===== src/rtl/bids22_pkg.sv =====
// Shared types for the bids22 host sequencer: core opcodes, sequencer error codes, FSM states, config bundle.
// Latency: n/a (types and a pure combinational helper only).
// Backpressure: n/a.
package bids22_pkg;

    typedef enum logic [3:0] {
        OP_NOOP      = 4'd0,
        OP_UNLOCK    = 4'd1,
        OP_LOCK      = 4'd2,
        OP_LOADX     = 4'd3,
        OP_LOADY     = 4'd4,
        OP_LOADZ     = 4'd5,
        OP_SETMASK   = 4'd6,
        OP_SETTIMER  = 4'd7,
        OP_BIDCHARGE = 4'd8
    } op_e;

    typedef enum logic [1:0] {
        SERR_OK      = 2'd0,
        SERR_CORE    = 2'd1,
        SERR_TIMEOUT = 2'd2,
        SERR_NOWIN   = 2'd3
    } seq_err_e;

    typedef enum logic [2:0] {
        ST_IDLE,
        ST_UNLOCK,
        ST_LOAD,
        ST_LOCK,
        ST_RUN,
        ST_RESULT,
        ST_DONE
    } seq_state_e;

    // Index of the last configuration opcode (BidCharge) within the LOAD burst.
    localparam logic [2:0] LOAD_LAST = 3'd5;

    // Round configuration captured when a start request is accepted.
    typedef struct packed {
        logic [31:0] x_bal;
        logic [31:0] y_bal;
        logic [31:0] z_bal;
        logic [2:0]  mask;
        logic [31:0] timer;
        logic [31:0] cost;
        logic [31:0] key;
    } cfg_t;

    // Opcode issued at a given position of the LOAD burst.
    function automatic op_e load_op(input logic [2:0] idx);
        case (idx)
            3'd0:    load_op = OP_LOADX;
            3'd1:    load_op = OP_LOADY;
            3'd2:    load_op = OP_LOADZ;
            3'd3:    load_op = OP_SETMASK;
            3'd4:    load_op = OP_SETTIMER;
            3'd5:    load_op = OP_BIDCHARGE;
            default: load_op = OP_NOOP;
        endcase
    endfunction

endpackage


===== src/rtl/seq_timeout_ctr.sv =====
// Loadable down-counter with zero flag, shared between the RUN length and the ready/result timeouts.
// Latency: load/decrement take effect on the next clock; zero is combinational from the count.
// Backpressure: none; decrement saturates at zero.
module seq_timeout_ctr #(
    parameter int W = 16
) (
    input  logic         clk,
    input  logic         reset_n,
    input  logic         load,
    input  logic [W-1:0] load_val,
    input  logic         dec,
    output logic         zero
);

    logic [W-1:0] cnt_q;

    // Load has priority over decrement; the count never wraps below zero.
    always_ff @(posedge clk or negedge reset_n) begin
        if (!reset_n) begin
            cnt_q <= '0;
        end else if (load) begin
            cnt_q <= load_val;
        end else if (dec && (cnt_q != '0)) begin
            cnt_q <= cnt_q - W'(1);
        end
    end

    assign zero = (cnt_q == '0);

endmodule


===== src/rtl/bid_round_sequencer.sv =====
// Runs one bids22 auction round per start pulse: config opcodes, Lock, C_start burst, result capture.
// Latency: LoadX one cycle after start, Lock at +7, C_start for max(round_len,1) cycles (ready=1 throughout).
// Backpressure: opcodes hold while ready=0; WAIT_TIMEOUT idle cycles abort. SEQ_AUTO_UNLOCK_EN adds a trailing Unlock.
module bid_round_sequencer
    import bids22_pkg::*;
#(
    parameter int ROUND_W      = 16,
    parameter int WAIT_TIMEOUT = 64
) (
    input  logic               clk,
    input  logic               reset_n,
    input  logic               start,
    input  logic [31:0]        cfg_x_bal,
    input  logic [31:0]        cfg_y_bal,
    input  logic [31:0]        cfg_z_bal,
    input  logic [2:0]         cfg_mask,
    input  logic [31:0]        cfg_timer,
    input  logic [31:0]        cfg_cost,
    input  logic [31:0]        cfg_key,
    input  logic [ROUND_W-1:0] round_len,
    output logic [3:0]         C_op,
    output logic [31:0]        C_data,
    output logic               C_start,
    input  logic               ready,
    input  logic               roundOver,
    input  logic [2:0]         err,
    input  logic [31:0]        maxBid,
    input  logic               X_win,
    input  logic               Y_win,
    input  logic               Z_win,
    output logic               busy,
    output logic               done,
    output logic [31:0]        res_max,
    output logic [2:0]         res_win,
    output logic [1:0]         seq_err
);

    // Counter must hold both round_len-1 and WAIT_TIMEOUT-1.
    localparam int TO_W  = (WAIT_TIMEOUT > 2) ? $clog2(WAIT_TIMEOUT) : 1;
    localparam int CNT_W = (ROUND_W > TO_W) ? ROUND_W : TO_W;
    localparam logic [CNT_W-1:0] T_RELOAD = CNT_W'(WAIT_TIMEOUT - 1);

    seq_state_e         state_q, state_d;
    cfg_t               cfg_q;
    logic [ROUND_W-1:0] len_q;
    logic [ROUND_W-1:0] len_m1;
    logic [2:0]         load_idx_q, load_idx_d;
    logic [31:0]        res_max_q, res_max_d;
    logic [2:0]         res_win_q, res_win_d;
    seq_err_e           seq_err_q, seq_err_d;
    op_e                op;
    logic [31:0]        op_data;
    logic [31:0]        load_data;
    logic               cnt_load;
    logic [CNT_W-1:0]   cnt_load_val;
    logic               cnt_dec;
    logic               cnt_zero;
    logic               start_acc;
`ifndef SEQ_AUTO_UNLOCK_EN
    logic               locked_q, locked_d;
`endif

    assign start_acc = (state_q == ST_IDLE) && start;
    assign len_m1    = (len_q == '0) ? '0 : (len_q - ROUND_W'(1));

    seq_timeout_ctr #(.W(CNT_W)) u_ctr (
        .clk      (clk),
        .reset_n  (reset_n),
        .load     (cnt_load),
        .load_val (cnt_load_val),
        .dec      (cnt_dec),
        .zero     (cnt_zero)
    );

    // Operand for the current position of the LOAD burst.
    always_comb begin
        load_data = '0;
        case (load_idx_q)
            3'd0:    load_data = cfg_q.x_bal;
            3'd1:    load_data = cfg_q.y_bal;
            3'd2:    load_data = cfg_q.z_bal;
            3'd3:    load_data = {29'd0, cfg_q.mask};
            3'd4:    load_data = cfg_q.timer;
            3'd5:    load_data = cfg_q.cost;
            default: load_data = '0;
        endcase
    end

    // Next-state, counter control and core-facing outputs.
    always_comb begin
        state_d      = state_q;
        load_idx_d   = load_idx_q;
        res_max_d    = res_max_q;
        res_win_d    = res_win_q;
        seq_err_d    = seq_err_q;
`ifndef SEQ_AUTO_UNLOCK_EN
        locked_d     = locked_q;
`endif
        cnt_load     = 1'b0;
        cnt_load_val = T_RELOAD;
        cnt_dec      = 1'b0;
        op           = OP_NOOP;
        op_data      = '0;
        C_start      = 1'b0;
        done         = 1'b0;

        unique case (state_q)
            ST_IDLE: begin
                if (start) begin
                    res_max_d  = '0;
                    res_win_d  = '0;
                    seq_err_d  = SERR_OK;
                    load_idx_d = '0;
                    cnt_load   = 1'b1;
`ifdef SEQ_AUTO_UNLOCK_EN
                    state_d    = ST_LOAD;
`else
                    // A core left locked by the previous round must be reopened first.
                    state_d    = locked_q ? ST_UNLOCK : ST_LOAD;
`endif
                end
            end
            ST_UNLOCK: begin
                op      = OP_UNLOCK;
                op_data = cfg_q.key;
                if (ready) begin
`ifdef SEQ_AUTO_UNLOCK_EN
                    state_d  = ST_DONE;
`else
                    locked_d = 1'b0;
                    cnt_load = 1'b1;
                    state_d  = ST_LOAD;
`endif
                end
            end
            ST_LOAD: begin
                op      = load_op(load_idx_q);
                op_data = load_data;
                if (ready) begin
                    if (err != 3'd0) begin
                        seq_err_d = SERR_CORE;
                        state_d   = ST_DONE;
                    end else begin
                        cnt_load = 1'b1;
                        if (load_idx_q == LOAD_LAST) begin
                            state_d = ST_LOCK;
                        end else begin
                            load_idx_d = load_idx_q + 3'd1;
                        end
                    end
                end
            end
            ST_LOCK: begin
                op      = OP_LOCK;
                op_data = cfg_q.key;
                if (ready) begin
                    if (err != 3'd0) begin
                        seq_err_d = SERR_CORE;
                        state_d   = ST_DONE;
                    end else begin
`ifndef SEQ_AUTO_UNLOCK_EN
                        locked_d     = 1'b1;
`endif
                        cnt_load     = 1'b1;
                        cnt_load_val = CNT_W'(len_m1);
                        state_d      = ST_RUN;
                    end
                end
            end
            ST_RUN: begin
                C_start = 1'b1;
                if (cnt_zero) begin
                    cnt_load = 1'b1;
                    state_d  = ST_RESULT;
                end else begin
                    cnt_dec = 1'b1;
                end
            end
            ST_RESULT: begin
                if (roundOver) begin
                    res_max_d = maxBid;
                    res_win_d = {Z_win, Y_win, X_win};
                    if ({Z_win, Y_win, X_win} == 3'd0) begin
                        seq_err_d = SERR_NOWIN;
                    end
`ifdef SEQ_AUTO_UNLOCK_EN
                    cnt_load = 1'b1;
                    state_d  = ST_UNLOCK;
`else
                    state_d  = ST_DONE;
`endif
                end else if (cnt_zero) begin
                    seq_err_d = SERR_TIMEOUT;
                    state_d   = ST_DONE;
                end else begin
                    cnt_dec = 1'b1;
                end
            end
            ST_DONE: begin
                done    = 1'b1;
                state_d = ST_IDLE;
            end
            default: state_d = ST_IDLE;
        endcase

        // Any opcode-issuing state stalls on ready=0 and aborts after WAIT_TIMEOUT idle cycles.
        if (((state_q == ST_UNLOCK) || (state_q == ST_LOAD) || (state_q == ST_LOCK)) && !ready) begin
            if (cnt_zero) begin
                seq_err_d = SERR_TIMEOUT;
                state_d   = ST_DONE;
            end else begin
                cnt_dec = 1'b1;
            end
        end
    end

    // State, captured config and result registers.
    always_ff @(posedge clk or negedge reset_n) begin
        if (!reset_n) begin
            state_q    <= ST_IDLE;
            cfg_q      <= '0;
            len_q      <= '0;
            load_idx_q <= '0;
            res_max_q  <= '0;
            res_win_q  <= '0;
            seq_err_q  <= SERR_OK;
`ifndef SEQ_AUTO_UNLOCK_EN
            locked_q   <= 1'b0;
`endif
        end else begin
            state_q    <= state_d;
            load_idx_q <= load_idx_d;
            res_max_q  <= res_max_d;
            res_win_q  <= res_win_d;
            seq_err_q  <= seq_err_d;
`ifndef SEQ_AUTO_UNLOCK_EN
            locked_q   <= locked_d;
`endif
            if (start_acc) begin
                cfg_q.x_bal <= cfg_x_bal;
                cfg_q.y_bal <= cfg_y_bal;
                cfg_q.z_bal <= cfg_z_bal;
                cfg_q.mask  <= cfg_mask;
                cfg_q.timer <= cfg_timer;
                cfg_q.cost  <= cfg_cost;
                cfg_q.key   <= cfg_key;
                len_q       <= round_len;
            end
        end
    end

    assign C_op    = op;
    assign C_data  = op_data;
    assign busy    = (state_q != ST_IDLE);
    assign res_max = res_max_q;
    assign res_win = res_win_q;
    assign seq_err = seq_err_q;

endmodule


===== config.mk =====
export PLATFORM = sky130hd
export DESIGN_NAME = bid_round_sequencer
export DESIGN_NICKNAME = d
export VERILOG_FILES = /design/src/rtl/bids22_pkg.sv /design/src/rtl/seq_timeout_ctr.sv /design/src/rtl/bid_round_sequencer.sv
export SDC_FILE = /design/constraint.sdc
export NUM_CORES = 1
export LEC_CHECK = 0
export CELL_PAD_IN_SITES_DETAIL_PLACEMENT = 1
export CELL_PAD_IN_SITES_GLOBAL_PLACEMENT = 1
export CORE_MARGIN = 5
export CORE_UTILIZATION = 39
export CTS_BUF_LIST = sky130_fd_sc_hd__clkbuf_4
export CTS_CLUSTER_SIZE = 24
export DETAILED_ROUTE_END_ITERATION = 6
export PLACE_DENSITY = 0.81
export SYNTH_ARGS = -nofsm -noshare
export SYNTH_HDL_FRONTEND = slang
export SYNTH_SLANG_ARGS = --single-unit

===== constraint.sdc =====
create_clock -name clk -period 3.2 [get_ports clk]
set_clock_uncertainty 0.2 [all_clocks]
set_input_delay 0.32 -clock clk [delete_from_list [all_inputs] [get_ports clk]]
set_output_delay 0.32 -clock clk [all_outputs]
set_load 0.005 [all_outputs]

* Yosys cells after proc, flatten, opt, wreduce, memory -nomap -nowiden
Cells that the tools add are included.
Cells by class: $add $sub $neg 3, $mul 0, div/mod/pow operators 0, magnitude comparators 0, equality and inequality tests 19, shift-type cells 0, muxes and demuxes 60, bitwise gates (word level) 0, reductions and logical operators 23
Operators with widths (number):
- case mux 32 bit (6 select lines) | 1
- case mux 32 bit (2 select lines) | 2
- two-way mux 16 bit | 6
- two-way mux 32 bit | 2
- two-way mux 3 bit | 16
- zero test 16 bit | 2
- subtractor 16 x 1 -> 16 bit, second input constant | 2
- case mux 4 bit (6 select lines) | 1
- two-way mux 2 bit | 10
- case mux 3 bit (6 select lines) | 1
- != test 2 bit, second input constant | 8
- nonzero test 16 bit | 1
- equality test 3 bit, second input constant | 5
- two-way mux 1 bit | 14
- equality test 3 x 2 -> 1 bit, second input constant | 4
- case mux 3 bit (2 select lines) | 2
- case mux 4 bit (3 select lines) | 1
- zero test 3 bit | 3
- nonzero test 2 bit | 4
- equality test 3 x 1 -> 1 bit, second input constant | 2
- case mux 2 bit (3 select lines) | 1
- nonzero test 3 bit | 2
- AND reduction 5 bit | 1
- case mux 1 bit (2 select lines) | 2
- other kinds (8) | 12
Word-level totals: register bits 271, bits in latches 0, bits in writable memories 0, ROM bits 0, input port bits 254, output and inout port bits 76, logic and storage cells 120, memories kept 0

* Depth between registers and ports, before layout
depth in word-level cells 9, gate-level depth with buffers 10, gate-level depth less buffers 8

* By module
From an unflattened synthesis, not the netlist that was laid out.
Second synthesis, totals: cells, all modules 1549, area, all modules 12841.1 um^2
Modules (own cells, without submodules):
- bid_round_sequencer | instances 1, cells an instance 1426, area each 11796.3 um^2, sequential area each 6381.1 um^2
- seq_timeout_ctr | instances 1, cells an instance 123, area each 1044.8 um^2, sequential area each 400.4 um^2

* Worst setup path after synthesis
No wires, ideal clock.
path type reg2out, start point register load_idx_q[2], end point output port C_data[0], arrival time 2.327 ns, setup slack 0.353 ns, stages on the path, launching flop included 8, buffers on the path 3, path through dfrtp_1 > clkbuf_1 > inv_1 > clkbuf_1 > ha_1 > o41ai_1 > clkbuf_1 > o21ai_0
On the way: word-level cells in the longest chain between the ends 3, elaborated cells on any way between the ends 8, those cells by class eq/ne (5); mux (2); reduce/logical (1)
RTL lines:
- from (decl) | line bid_round_sequencer.sv:47 | logic [2:0] load_idx_q, load_idx_d;
- from (signal assigned) | line bid_round_sequencer.sv:232 | load_idx_q <= load_idx_d;
- equality test 3 bit, or another cell as far along | line bid_round_sequencer.sv:78 | case (load_idx_q)
- case mux 32 bit (6 select lines) * | line bid_round_sequencer.sv:78
- case mux 32 bit (2 select lines) * | line bid_round_sequencer.sv:107 | unique case (state_q)
- to (decl) | line bid_round_sequencer.sv:22 | output logic [31:0] C_data,
Mark *: on every way between the ends. The rest lies on a longest branch, timed or not.

* Worst setup path after layout
start point register load_idx_q[0], end point output port C_data[2]
Same word-level chain as after synthesis.

==> flow_summary_export.csv <==
group,metric,value,unit
drt,drc,0,
worst_setup_path,worst_r2r_path_depth,7,
floorplanning,dieHeight,189.8,um
power,clkPwrFrac,20.4,%
yosys,syn-num-nets,1360,
timing,finalSetupViolations,1,
drt,first_pass_iters,5,
worst_setup_path,r2r-start,"u_ctr.cnt_q[10]",
drt,vias,10900,
worst_setup_path,max_stage_delay,0.48,ns
worst_setup_path,timing.rr.end,"u_ctr.cnt_q[1]",
grt,grt_pass1_wl,71390,um
worst_setup_path,cpLargestDelayFamily,"compound AO/OA/AOI/OAI gates",
yosys,ys_top_cells_by_area,"dfrtp_1 54%, mux2_2 20%, o21ai_0 3.6%",
floorplanning,ios,330,
run,cap_violations,0,
timing,setup_slack,-0.05524,ns
clocking,cts_tree,"yes",
placed_design,dpl_cell_area,16560,um2
finish,drive_above_1_share,30.95,%
finish,multi_input_area,5744,um2
yosys,ys_ff_latch,271,
clocking,cts_buffer_depth,3,
drt,drt_wl_total,47370,um
drt,wl_per_cell,23.64,um
finish,fillCellCount,3296,
floorplanning,die_area,36010,um2
run_status,violations,"setup timing",
finish,seqCellArea,6785,um2
yosys,synth.most_common_cell,"dfrtp_1",
floorplanning,rows,65,
power,combPwrFrac,43.6,%
grt,grt-ovfl-total,0,
drt,drt-initial-drc-count,603,
timing,rsz0062_at_grt,"yes",
worst_setup_path,path_class,"flip-flop to output port",
clocking,h-tree-depth,3,
clocking,cts_root_buf,"clkbuf_4",
worst_setup_path,cp.arrival,2.74,ns
run_status,status,"complete, but fails checks",
placed_design,place_congestion,0.8563,
timing,drv_slew,0,
worst_setup_path,end_kind,"output port",
timing,relSlewSlack,53.36,%
placed_design,dp_hpwl,30680,um
placed_design,io_buffers,329,
finish,finalNetCount,1804,
yosys,yosysWarnings,0,
yosys,ys_top_cells_by_count,"271 x dfrtp_1, 221 x mux2_2, 121 x nand2_1",
timing,max_freq,307.2,MHz
grt,grt_pass1_vias,12300,
yosys,syn_inst,1098,
yosys,async_flop_share,100.0,%
drt,avgViaCountPerCell,5.439,
placed_design,post-place-ws,0.1100,ns
power,p_leak,7.644,nW
worst_setup_path,reg2reg_slack,0.36,ns
worst_setup_path,critPathMaxFanout,6,
worst_setup_path,path_common_cell,"buf_6",
timing,fin_crit_sh,101.7,%
grt,antenna_found_initial,13,
grt,grt_max_degree,84,
yosys,syn-cell-area,12600,um2
drt,ant_nets,0,
worst_setup_path,cp_slowest_cell,"a222oi_1",
worst_setup_path,start_kind,"flip-flop",
timing,finalCriticalPeriod,3.255,ns
finish,final_area,18560,um2
yosys,synth_top_cell_by_area,"dfrtp_1",
worst_setup_path,worstPathCellList,"buf_6, ha_4, buf_12, buf_6, a222oi_1, o21a_1, o21ai_1, buf_2",
power,power_density,880.1,nW/um2
clocking,cts_inserted_buffers,76,
power,p_sw,5.867,mW
power,seqPwrFrac,36.0,%
worst_setup_path,cp.buffers_inverters,4,
yosys,yosysSeqAreaShare,53.82,%
yosys,synth_top_area_share,53.82,%
clocking,clk-insertion-delay-late,0.70,ns
power,peakVddDrop,0.4513,mV
yosys,synth-edff-count,0,
power,sw_frac_of_total,35.92,%
clocking,clk_pin_slew,0.08,ns
floorplanning,die_width,189.8,um
timing,tightest_slew,0.6997,ns
yosys,synth.distinct_cells,60,
clocking,cts_num_sinks,271,
yosys,avgSynthCellArea,11.48,um2
yosys,synth_flop_cell,"dfrtp_1",
floorplanning,core-area,31720,um2
finish,area_growth,47.28,%
timing,hold_violations,0,
floorplanning,start_util,39.73,%
power,p_int,10.47,mW
worst_setup_path,required,2.68,ns
grt,grt_use_total,25.44,%
min_path,hold_path.class,"input pin to async pin",
==> timing repair <==
action,CTS,global route
gates resized for setup,130,59
setup buffers,19,10
hold buffers,43,1
endpoints found under the setup margin,35,35
cloned,5,1
pin swaps,8,22
hold endpoints to repair,171,1
==> per-layer routing <==
layer	GRT usage (%)	vias up	share of wire, %
met5	0	-	0.16
met4	9.182	12	3.2
met1	28.97	5477	38
met3	8.073	110	8.0
met2	44.98	414	51
li1	-	4886	-
==> flip-flops by register name, summed over array words and instances (netlist names) <==
name and count:
cfg_q 195, res_max 32, len_q 16, u_ctr.cnt_q 16
load_idx_q 3, res_win 3, state_q 3, seq_err 2
locked_q 1
==> worst max-delay path by stage <==
stage	slack [ns]	cells past startpoint	to	startpoint
CTS	-0.08	10	C_data[7]	load_idx_q[0]
detailed placement	0.11	7	C_data[19]	load_idx_q[0]
global route	-0.07	8	C_data[2]	load_idx_q[0]
global placement	0.16	7	C_data[19]	load_idx_q[0]
floorplan	0.35	7	C_data[0]	load_idx_q[2]
finish	-0.06	8	C_data[2]	load_idx_q[0]
==> cell families after synthesis <==
logic type	synth area share, %
multiplexers	19.83
XOR/XNOR	1.460
buffers and inverters	2.780
AO/OA/AOI/OAI	12.02
adder cells (fa/ha/maj)	0.7944
AND/OR/NAND/NOR	9.294
flip-flops	53.82
==> per-stage QoR <==
stage | cells | utilization, % | TNS (ns) | power, mW | hold slack [ns]
after detailed placement | 1789 | 52.21 | 0 | 12.07 | 0.1788
after global routing | 2004 | 58.51 | -0.3998 | 17.33 | -0.0004635
after global placement | 1789 | 52.21 | 0 | 11.79 | 0.1814
after CTS | 1988 | 57.93 | -0.5240 | 16.27 | 0.0004911
final | 2004 | 58.51 | -0.05524 | 16.33 | 0.006744
after floorplan | 1098 | - | 0 | 9.293 | -0.1756
==> power groups by stage <==
stage	Combinational, mW	Sequential [mW]	Clock (mW)
after floorplan	3.80	5.50	0
after global placement	6.01	5.78	0
after detailed placement	6.20	5.87	0
after CTS	7.02	5.84	3.42
after global routing	7.64	6.05	3.64
final	7.12	5.88	3.33
==> cell usage in the layout (no fill, tap or decap), types with 10 or more instances in the layout <==
master / netlist / layout
nor2_1: 55 / 47
clkdlybuf4s50_1: 0 / 293
buf_12: 0 / 17
nand2_1: 121 / 120
o21ai_0: 91 / 77
dlygate4sd3_1: 0 / 44
clkinv_1: 0 / 10
a21oi_1: 26 / 23
a211oi_2: 1 / 13
buf_4: 0 / 35
a22oi_1: 35 / 29
a22o_1: 17 / 16
clkbuf_4: 0 / 115
inv_1: 13 / 10
nand3_1: 19 / 19
dfrtp_1: 271 / 268
mux2_2: 221 / 221
o21ai_1: 4 / 17
xnor2_1: 13 / 13
o22ai_1: 11 / 11
buf_2: 19 / 16
==> area by class of cell <==
type                            count  area share [%]
Sequential cell                   271           36.56
Multi-Input combinational cell    740           30.95
Timing Repair Buffer              439           24.08
Clock buffer                      115           4.652
Tap cell                          402           2.710
Clock inverter                     17          0.6674
Inverter                           14          0.2966
Antenna cell                        6         0.08090
No activity file was read; power rests on OpenSTA's default activity.
